File: config.mk
export PLATFORM = sky130hd
export DESIGN_NAME = gxor_checksum
export DESIGN_NICKNAME = d
export VERILOG_FILES = /design/src/rtl/gxor_pkg.sv /design/src/rtl/gxor_n.sv /design/src/rtl/gxor_checksum.sv
export SDC_FILE = /design/constraint.sdc
export NUM_CORES = 1
export LEC_CHECK = 0
export ABC_AREA = 1
export ABC_CLOCK_PERIOD_IN_PS = 1900
export CAP_MARGIN = 15
export CORE_MARGIN = 2
export CORE_UTILIZATION = 48
export DETAILED_ROUTE_END_ITERATION = 6
export PLACE_DENSITY_LB_ADDON = 0.2
export REMOVE_ABC_BUFFERS = 1
export SLEW_MARGIN = 20
export SYNTH_ARGS = -nofsm -noshare
export SYNTH_HDL_FRONTEND = slang
export SYNTH_SLANG_ARGS = --single-unit
File: constraint.sdc
create_clock -name clk -period 1.9 [get_ports clk]
set_input_delay 0.19 -clock clk [delete_from_list [all_inputs] [get_ports clk]]
set_output_delay 0.19 -clock clk [all_outputs]
set_load 0.01 [all_outputs]
File: src/rtl/gxor_pkg.sv
// Shared types and constants for the streaming XOR checksum block.
package gxor_pkg;

  typedef enum logic [1:0] {
    IDLE = 2'd0,
    ACC  = 2'd1,
    DONE = 2'd2
  } state_t;

  localparam logic MODE_GEN = 1'b0;
  localparam logic MODE_CHK = 1'b1;

endpackage

File: src/rtl/gxor_n.sv
// Vector form of the XOR gate: bitwise a ^ b over WIDTH bits.
module gxor_n #(
  parameter int WIDTH = 8
) (
  input  logic [WIDTH-1:0] a,
  input  logic [WIDTH-1:0] b,
  output logic [WIDTH-1:0] y
);

  assign y = a ^ b;

endmodule

File: src/rtl/gxor_checksum.sv
// Streaming XOR checksum generator/checker with frame length tracking
// and a held result handshake.
module gxor_checksum
  import gxor_pkg::*;
#(
  parameter int WIDTH   = 8,
  parameter int MAX_LEN = 16,
  localparam int LW     = $clog2(MAX_LEN + 1)
) (
  input  logic             clk,
  input  logic             rst_n,
  input  logic             in_valid,
  output logic             in_ready,
  input  logic [WIDTH-1:0] in_data,
  input  logic             in_last,
  input  logic             mode,
  output logic             out_valid,
  input  logic             out_ready,
  output logic [WIDTH-1:0] out_sum,
  output logic             out_parity,
  output logic             out_err,
  output logic [LW-1:0]    out_len,
  output logic             out_len_err
);

  localparam logic [LW-1:0] MAX_LEN_L = LW'(MAX_LEN);
  localparam logic          ONE_WORD  = (MAX_LEN == 1);

  state_t           state_q, state_d;
  logic [WIDTH-1:0] acc_q, acc_d;
  logic [LW-1:0]    len_q, len_d;
  logic             mode_q, mode_d;
  logic             len_err_q, len_err_d;
  logic [WIDTH-1:0] acc_xor;
  logic [LW-1:0]    len_inc;
  logic             accept;

  gxor_n #(.WIDTH(WIDTH)) u_xor (
    .a (acc_q),
    .b (in_data),
    .y (acc_xor)
  );

  assign in_ready = (state_q != DONE);
  assign accept   = in_valid && in_ready;
  assign len_inc  = len_q + LW'(1);

  always_comb begin
    state_d   = state_q;
    acc_d     = acc_q;
    len_d     = len_q;
    mode_d    = mode_q;
    len_err_d = len_err_q;
    unique case (state_q)
      IDLE: begin
        if (accept) begin
          acc_d     = in_data;
          len_d     = LW'(1);
          mode_d    = mode;
          len_err_d = ONE_WORD && !in_last;
          state_d   = (in_last || ONE_WORD) ? DONE : ACC;
        end
      end
      ACC: begin
        if (accept) begin
          acc_d = acc_xor;
          len_d = len_inc;
          // A frame that fills up without in_last is flagged as a length error.
          if (in_last || (len_inc == MAX_LEN_L)) begin
            len_err_d = !in_last;
            state_d   = DONE;
          end
        end
      end
      DONE: begin
        if (out_ready) state_d = IDLE;
      end
      default: state_d = IDLE;
    endcase
  end

  always_ff @(posedge clk or negedge rst_n) begin
    if (!rst_n) begin
      state_q   <= IDLE;
      acc_q     <= '0;
      len_q     <= '0;
      mode_q    <= MODE_GEN;
      len_err_q <= 1'b0;
    end else begin
      state_q   <= state_d;
      acc_q     <= acc_d;
      len_q     <= len_d;
      mode_q    <= mode_d;
      len_err_q <= len_err_d;
    end
  end

  assign out_valid   = (state_q == DONE);
  assign out_sum     = acc_q;
  assign out_parity  = ^acc_q;
  assign out_err     = (mode_q == MODE_CHK) && (acc_q != '0);
  assign out_len     = len_q;
  assign out_len_err = len_err_q;

endmodule

==> flow_summary.yaml <==
grt:
  grt_overflow: 0
  grt_max_degree: 18
  grt_pass1_wl_um: 3640
  antenna_found_initial: 0
  grtUsageTotal: 0.199
  grt_pass1_vias: 840
cells_and_area:
  drive_above_1_share: 0.0769
  stdcell_area_sq_um: 1360
  antennaDiodeCount: 0
  area_delta_synth_final_pct: 39.9
  final_net_count: 176
critical_path:
  reg2reg_slack_ns: 0.61
  reg2reg_from: "out_len[0]"
  reg2regPathDepth: 7
  critPathMaxFanout: 2
  required_ns: 1.71
  worst_setup_path_end_kind: "primary output"
  crit_type: "reg2out"
  cp-start-kind: "flip-flop"
  reg2reg_to: "state_q[0]"
  cp.arrival_ns: 1.60
routing:
  vias: 876
  vias_per_cell: 4.79
  drc: 0
  drtIter0Drc: 17
  final_antenna_net_count: 0
  routed_wl_um: 2080
  firstDrtPassIters: 4
  wl_per_cell_um: 11.3
sta:
  slew_headroom: 0.835
  fmax_mhz: 559
  drv_slew: 0
  post-route-min-period_ns: 1.79
  min_period_over_period: 0.941
  tightest_slew_ns: 0.247
  hold_viol_final: 0
  fin_tns_setup_ns: 0
  fin_skew_ns: 0.00252
  rsz0062_at_grt: "no"
  setup_viol: 0
place:
  place_hpwl_um: 1580
  gp_congestion: 0.773
  portBuffers: 31
  dpl_cell_area_sq_um: 1320
synthesis:
  synth_area_leaders: "dfrtp_1 44%, inv_1 10%, nand2_1 10%"
  synth_top_area_frac: 0.439
  syn-mean-instance-area_sq_um: 8.15
  yosys_warnings: 0
  seq_area_frac_synth: 0.439
  yosysTopAreaCell: "dfrtp_1"
  synth_edf_count: 0
  ys_ff_latch: 17
  syn_inst: 119
  synth.distinct_cells: 21
  synthFlopType: "dfrtp_1"
  synthesis.area_sq_um: 970
  async_reset_ff_frac: 1.00
  ys_top_cells_by_count: "27 x inv_1, 27 x nand2_1, 17 x dfrtp_1"
die:
  die_h_um: 48.9
  coreArea_sq_um: 1940
  die_w_um: 48.9
  dieArea_sq_um: 2400
  rows: 16
  ios: 32
  initial_core_util: 0.499
clocking:
  path_clk_slew_ns: 0.10
  clockBufferDepth: 2
  root_buffer: "clkbuf_4"
  cts_num_sinks: 17
  cts_inserted_buffers: 3
  worstSkewPairLatency_ns: 0.28
  cts_hold_buf: 0
  htreeDepth: 1
  cts_tree: "yes"
run:
  max_cap_viol_count: 0
power:
  power_mw: 2.03
  p_per_area_nw_per_um2: 1500
  leakagePower_nw: 0.661
  ir_worst_vdd_mv: 0.990
outcome:
  outcome: "finished clean"
worst_hold_path:
  hold_path_class: "in2async"
## worst max-delay path, cell delays in order (launching register included)
cell and delay [ns]:
dfrtp_1 0.37, inv_1 0.05, ha_1 0.29, xor2_1 0.20, xnor2_1 0.13, dlygate4sd2_1 0.28
## final cells by class
cell class | count | area, sq um
sequential | 17 | 425
tap | 27 | 33.8
clock buffer | 4 | 26.3
fill | 163 | 586
timing repair buffer | 34 | 334
multi-input combinational | 73 | 432
inverter | 28 | 105
## metal layers
metal  wire, um  global-route usage
met5          0                   0
met4         21              0.0714
met3        115              0.0460
met2       1060               0.358
met1        880               0.229
## where the power goes
group,switching (mW),internal [mW]
sequential,0.128,0.498
clock,0.109,0.0815
combinational,0.573,0.644
total,0.809,1.22
## layout by cell type, fill, tap and decap left out, types with 2 or more instances in the layout
cell type and instances:
clkdlybuf4s50_1 29, inv_1 27, nand2_1 27, dfrtp_1 17
xnor2_1 7, nor2_1 6, nand3_1 5, ha_1 5
xor2_1 4, nand4_1 3, o21ai_0 3, a21oi_1 3
clkbuf_4 3, buf_4 3, nor2_2 2, nand2_2 2
## metrics by stage
stage	std cells	setup WS (ns)	utilization	hold WS (ns)
floorplan	118	0.580	-	-0.106
global placement	178	0.159	0.680	0.503
detailed placement	178	0.126	0.680	0.517
CTS	183	0.00783	0.697	0.224
global route	183	0.00395	0.698	0.219
finish	183	0.112	0.698	0.222
## registers in the layout (all words and copies together) (netlist names)
name	flops
out_sum	8
out_len	5
state_q	2
mode_q	1
out_len_err	1
## worst max path at each step
stage               startpoint    endpoint  depth (start not counted)  slack (ns)
floorplan           out_sum[2]  out_parity                          4        0.58
global placement    out_sum[2]  out_parity                          5        0.16
detailed placement  out_sum[0]  out_parity                          5        0.13
CTS                 out_sum[4]     out_err                          4       0.008
global route        out_sum[7]  out_parity                          5       0.004
finish              out_sum[0]  out_parity                          5        0.11
## logic make-up after synthesis
kind of cell | Yosys count | share of synthesized area
buf+inv | 29 | 0.116
fa+ha+maj | 5 | 0.0645
compound gates | 11 | 0.0710
simple gates | 46 | 0.210
flops | 17 | 0.439
xor+xnor | 11 | 0.0994
## timing repair
item	CTS	global route
setup endpoints to repair	2	2
resized for setup	1	1
setup buffers	1	0
pin swaps	0	1
(Power assumes the default switching activity.)
